$ cat config.mk
export PLATFORM = sky130hd
export DESIGN_NAME = action_dispatcher
export DESIGN_NICKNAME = d
export VERILOG_FILES = /design/src/rtl/action_dispatcher_pkg.sv /design/src/rtl/cursor_wrap_counter.sv /design/src/rtl/action_dispatcher.sv
export SDC_FILE = /design/constraint.sdc
export NUM_CORES = 1
export LEC_CHECK = 0
export BUFFER_PORTS_ARGS = -buffer_cell sky130_fd_sc_hd__buf_4
export CAP_MARGIN = 20
export CORE_MARGIN = 1.5
export CORE_UTILIZATION = 56
export DETAILED_ROUTE_END_ITERATION = 8
export GPL_TIMING_DRIVEN = 1
export PLACE_DENSITY_LB_ADDON = 0.3
export SYNTH_ARGS = -nofsm -noshare
export SYNTH_HDL_FRONTEND = slang
export SYNTH_SLANG_ARGS = --single-unit
export TNS_END_PERCENT = 100
$ cat constraint.sdc
create_clock -name clk -period 2.9 [get_ports clk]
set_input_delay 0.29 -clock clk [delete_from_list [all_inputs] [get_ports clk]]
set_output_delay 0.29 -clock clk [all_outputs]
set_load 0.05 [all_outputs]
$ cat src/rtl/action_dispatcher_pkg.sv
// Shared encodings for the click-action dispatcher: decoder action codes,
// board command ops and the dispatcher FSM states.
package action_dispatcher_pkg;

  localparam int unsigned ACT_W = 3;
  localparam int unsigned OP_W  = 2;

  // Must match the click-action decoder's output encoding
  localparam logic [ACT_W-1:0] ACT_NONE    = 3'b000;
  localparam logic [ACT_W-1:0] ACT_BTNC    = 3'b001;
  localparam logic [ACT_W-1:0] ACT_DBLBTNC = 3'b010;
  localparam logic [ACT_W-1:0] ACT_U       = 3'b100;
  localparam logic [ACT_W-1:0] ACT_R       = 3'b101;
  localparam logic [ACT_W-1:0] ACT_D       = 3'b110;
  localparam logic [ACT_W-1:0] ACT_L       = 3'b111;

  localparam logic [OP_W-1:0] CMD_NONE   = 2'b00;
  localparam logic [OP_W-1:0] CMD_REVEAL = 2'b01;
  localparam logic [OP_W-1:0] CMD_FLAG   = 2'b10;

  typedef enum logic [1:0] {
    ST_IDLE    = 2'b00,
    ST_CMD     = 2'b01,
    ST_ACK     = 2'b10,
    ST_RELEASE = 2'b11
  } state_e;

endpackage

$ cat src/rtl/cursor_wrap_counter.sv
// Up/down cursor index counter that wraps between 0 and LIMIT-1 by compare,
// so non-power-of-two board sizes work.
module cursor_wrap_counter #(
  parameter int unsigned WIDTH = 4,
  parameter int unsigned LIMIT = 16
) (
  input  logic             clk,
  input  logic             clear_n,
  input  logic             inc_i,
  input  logic             dec_i,
  output logic [WIDTH-1:0] count_o
);

  localparam logic [WIDTH-1:0] MAX = WIDTH'(LIMIT - 1);

  logic [WIDTH-1:0] count_q, count_d;

  always_comb begin
    count_d = count_q;
    if (inc_i) begin
      count_d = (count_q == MAX) ? '0 : count_q + WIDTH'(1);
    end else if (dec_i) begin
      count_d = (count_q == '0) ? MAX : count_q - WIDTH'(1);
    end
  end

  always_ff @(posedge clk or negedge clear_n) begin
    if (!clear_n) count_q <= '0;
    else          count_q <= count_d;
  end

  assign count_o = count_q;

endmodule

$ cat src/rtl/action_dispatcher.sv
// Turns decoder action codes into cursor moves and reveal/flag board commands,
// producing exactly one effect per press (ack, then wait for idle action).
module action_dispatcher
  import action_dispatcher_pkg::*;
#(
  parameter int unsigned ROWS  = 16,
  parameter int unsigned COLS  = 16,
  parameter int unsigned ROW_W = 4,
  parameter int unsigned COL_W = 4
) (
  input  logic             clk,
  input  logic             clear_n,
  input  logic [ACT_W-1:0] action,
  output logic             action_ack,
  input  logic             game_active,
  output logic [ROW_W-1:0] cursor_row,
  output logic [COL_W-1:0] cursor_col,
  output logic             cmd_valid,
  output logic [OP_W-1:0]  cmd_op,
  output logic [ROW_W-1:0] cmd_row,
  output logic [COL_W-1:0] cmd_col,
  input  logic             cmd_ready,
  output logic             busy
);

  state_e           state_q, state_d;
  logic             row_inc, row_dec, col_inc, col_dec;
  logic             cmd_valid_q, cmd_valid_d;
  logic             ack_q, ack_d;
  logic [OP_W-1:0]  cmd_op_q, cmd_op_d;
  logic [ROW_W-1:0] cmd_row_q, cmd_row_d;
  logic [COL_W-1:0] cmd_col_q, cmd_col_d;

  cursor_wrap_counter #(.WIDTH(ROW_W), .LIMIT(ROWS)) u_row (
    .clk     (clk),
    .clear_n (clear_n),
    .inc_i   (row_inc),
    .dec_i   (row_dec),
    .count_o (cursor_row)
  );

  cursor_wrap_counter #(.WIDTH(COL_W), .LIMIT(COLS)) u_col (
    .clk     (clk),
    .clear_n (clear_n),
    .inc_i   (col_inc),
    .dec_i   (col_dec),
    .count_o (cursor_col)
  );

  // Next state, cursor steps and command payload capture
  always_comb begin
    state_d   = state_q;
    row_inc   = 1'b0;
    row_dec   = 1'b0;
    col_inc   = 1'b0;
    col_dec   = 1'b0;
    cmd_op_d  = cmd_op_q;
    cmd_row_d = cmd_row_q;
    cmd_col_d = cmd_col_q;
    unique case (state_q)
      ST_IDLE: begin
        if (action != ACT_NONE) begin
          state_d = ST_ACK;
          case (action)
            ACT_BTNC, ACT_DBLBTNC: begin
              if (game_active) begin
                state_d   = ST_CMD;
                cmd_op_d  = (action == ACT_BTNC) ? CMD_REVEAL : CMD_FLAG;
                cmd_row_d = cursor_row;
                cmd_col_d = cursor_col;
              end
            end
            ACT_U:   row_dec = 1'b1;
            ACT_D:   row_inc = 1'b1;
            ACT_L:   col_dec = 1'b1;
            ACT_R:   col_inc = 1'b1;
            default: ;
          endcase
        end
      end
      ST_CMD:     if (cmd_ready) state_d = ST_ACK;
      ST_ACK:     state_d = ST_RELEASE;
      ST_RELEASE: if (action == ACT_NONE) state_d = ST_IDLE;
      default:    state_d = ST_IDLE;
    endcase
    cmd_valid_d = (state_d == ST_CMD);
    ack_d       = (state_d == ST_ACK);
  end

  always_ff @(posedge clk or negedge clear_n) begin
    if (!clear_n) begin
      state_q     <= ST_IDLE;
      cmd_valid_q <= 1'b0;
      ack_q       <= 1'b0;
      cmd_op_q    <= CMD_NONE;
      cmd_row_q   <= '0;
      cmd_col_q   <= '0;
    end else begin
      state_q     <= state_d;
      cmd_valid_q <= cmd_valid_d;
      ack_q       <= ack_d;
      cmd_op_q    <= cmd_op_d;
      cmd_row_q   <= cmd_row_d;
      cmd_col_q   <= cmd_col_d;
    end
  end

  assign action_ack = ack_q;
  assign cmd_valid  = cmd_valid_q;
  assign cmd_op     = cmd_op_q;
  assign cmd_row    = cmd_row_q;
  assign cmd_col    = cmd_col_q;
  assign busy       = (state_q != ST_IDLE);

endmodule

==> out/metrics.yaml <==
logic_synthesis:
  synth_area_sq_um: 1220
  syn_inst: 109
  syn-mean-instance-area_sq_um: 11.2
  synth_top_flop_cell: "dfrtp_1"
  yosys.area.top_type_share_pct: 45.3
  ys_warn_count: 0
  ys_ff_latch: 22
  synthTopCellsByArea: "dfrtp_1 (45%), mux2_4 (8.6%), ha_1 (4.1%)"
  async_flop_share_pct: 100
  yosysTopAreaCell: "dfrtp_1"
  synth_nets: 120
  synth_edf_count: 0
  yosysUniqueCellTypes: 43
  synth-seq-area-share_pct: 45.3
sta:
  maxSlewHeadroom_pct: 75.1
  finalCriticalPeriod_ps: 1810
  setup_viol: 0
  setup_tns_ps: 0
  worstMarginPinSlew_ps: 368
  fmax_mhz: 553
  drv_slew: 0
  final_min_period_over_clock_period_pct: 62.4
  finalHoldViolCount: 0
  skew_ps: 4.95
  rsz0062_at_grt: "no"
route:
  met3_length_microns: 100
  finalWirelength_mm: 2.22
  firstDrtPassIters: 4
  m1WireLength_microns: 973
  first_iter_violations: 8
  dr.max_layer_used: "met4"
  met2_length_mm: 1.12
  drc_errors: 0
  viasPerCell: 5.69
  vias: 916
  antenna_left: 0
  wl_per_cell_microns: 13.8
setup_path:
  critPathKind: "reg2reg"
  r2r_end: "cmd_row[0]"
  required_ps: 3090
  critical_path.startpoint_type: "register"
  critPathArrivalTime_ps: 1990
  cp_max_fo: 12
  startpoint: "state_q[0]"
  worst-r2r-setup-slack_ps: 1090
  crit_path_end_kind: "register"
  r2r_start: "state_q[0]"
  worstRegToRegCells: 3
  endpoint: "cmd_row[0]"
layout:
  drive_gt1_share_pct: 32.1
  final_cell_area_sq_um: 1450
  antenna_cells: 0
  fill_cells: 158
  area_growth_syn_to_layout_pct: 19.4
  finalNetCount: 147
grt:
  grt_usage_pct: 20.9
  grt_first_pass_wirelength_mm: 4.00
  antenna_found_initial: 0
  gr-total-overflow: 0
  grt_max_degree: 23
  first_global_vias: 911
cts:
  cts_resized: 0
  clk_latency_ps: 290
  cts_made_buffers: 3
  clock-sinks: 22
  cts_max_level: 1
  postCtsSetupBuffers: 0
  ctsHoldBuffers: 1
  cts_root_buffer: "clkbuf_4"
  clk_pin_slew_worst_paths_ps: 120
  cts_tree: "yes"
  clk_path_buf_depth: 2
placement:
  postPlaceCellArea_sq_um: 1420
  gp_congestion: 0.766
  port_buffers: 27
  dp_hpwl_mm: 1.61
worst_hold_path:
  hold_class: "in2reg"
power:
  power_density_nw_per_um2: 760
  irDropWorstVdd_v: 0.000538
  leakage_nw: 0.702
floorplan:
  die_area_sq_um: 2460
  rows: 16
  chipHeight_microns: 49.6
  die_x_microns: 49.6
  ios: 28
  start_util_pct: 60.7
  fp.coreArea_sq_um: 2000
flow_run:
  drv_cap: 0
status:
  status: "finished, final reports clean"
area by class of cell:
cell class	count	area, sq um	area share, %
inverter	7	26.3	1.81
multi-input combinational	74	607	41.8
clock buffer	3	22.5	1.55
sequential	22	551	37.9
tap	27	33.8	2.33
timing repair buffer	28	213	14.6
cells in the mapped netlist (3+ instances only):
master,instances
a21oi_1,4
o21ai_0,5
mux2_4,7
nand2b_1,3
ha_1,4
inv_1,7
xor2_1,3
nor2_1,6
nand2_1,4
mux2i_1,3
dfrtp_1,22
cells in the final DEF (no fill, tap or decap), drive strengths merged:
master and instances:
or4 1, o211ai 1, nand4 2, nand4b 1, nor2 6, mux2 9
or4b 2, o221a 1, clkbuf 3, o21ai 5, dlygate4sd3 1, and2 2
o32ai 2, a22oi 1, a311oi 1, a221oi 1, nor3b 1, o21ba 1
xnor2 2, a221o 1, buf 27, o31a 2, or2b 1, nand2b 3
dfrtp 22, mux2i 3, inv 7, or3b 1, a21oi 4, a211oi 1
nor2b 2, nand2 4, nor3 1, a211o 1, or2 1, ha 4
or3 1, xor2 3, nand4bb 1, nor4b 1
kinds of logic (layout without fill, tap and decap cells):
family          after synthesis  after routing  synth area share, %
compound gates               22             22                 13.2
xor+xnor                      5              5                 3.60
fa+ha+maj                     4              4                 4.12
buf+inv                      13             38                 4.84
flops                        22             22                 45.3
mux                          12             12                 13.0
simple gates                 31             31                 16.0
layer usage:
metal  GRT usage (%)  vias to the layer above
met4            8.33                        0
met1            25.3                      444
met5               0                        -
met3            4.55                        4
met2            36.0                       24
li1                -                      444
report_power, final:
| group | total (mW) | internal [mW] | switching (mW) |
|---|---|---|---|
| logic | 0.522 | 0.198 | 0.324 |
| registers | 0.451 | 0.365 | 0.0866 |
| clock network | 0.131 | 0.0482 | 0.0832 |
through the flow:
stage          worst slack, ps  total power, mW  utilization (%)  std cells  hold slack [ps]
6_report                  1090             1.10             72.6        161              274
5_1_grt                   1000             1.18             72.6        161              263
3_3_place_gp              1120            0.965             70.9        157              190
2_1_floorplan              918            0.830                -        109            -5.59
3_5_place_dp              1100            0.979             70.9        157              193
4_1_cts                   1110             1.11             72.6        161              260
critical path: stages (launching register included):
cell,delay (ps)
dfrtp_1,460
or2_1,290
or4b_4,620
mux2_4,330
worst min-delay path by stage:
| stage | startpoint | end | slack [ps] | cells past startpoint |
|---|---|---|---|---|
| after floorplan | clear_n | action_ack | -6 | 0 |
| after global placement | clear_n | cmd_valid | 190 | 1 |
| after detailed placement | clear_n | cmd_op[1] | 190 | 1 |
| after CTS | action[2] | state_q[1] | 260 | 2 |
| after global routing | action[2] | state_q[1] | 260 | 2 |
| final | action[2] | state_q[1] | 270 | 2 |
registers in the layout, indices dropped and copies added, names as in the netlist:
| name | count |
|---|---|
| action_ack | 1 |
| cmd_col | 4 |
| cmd_op | 2 |
| cmd_row | 4 |
| cmd_valid | 1 |
| state_q | 2 |
| u_col.count_o | 4 |
| u_row.count_o | 4 |
(Power assumes the default switching activity.)
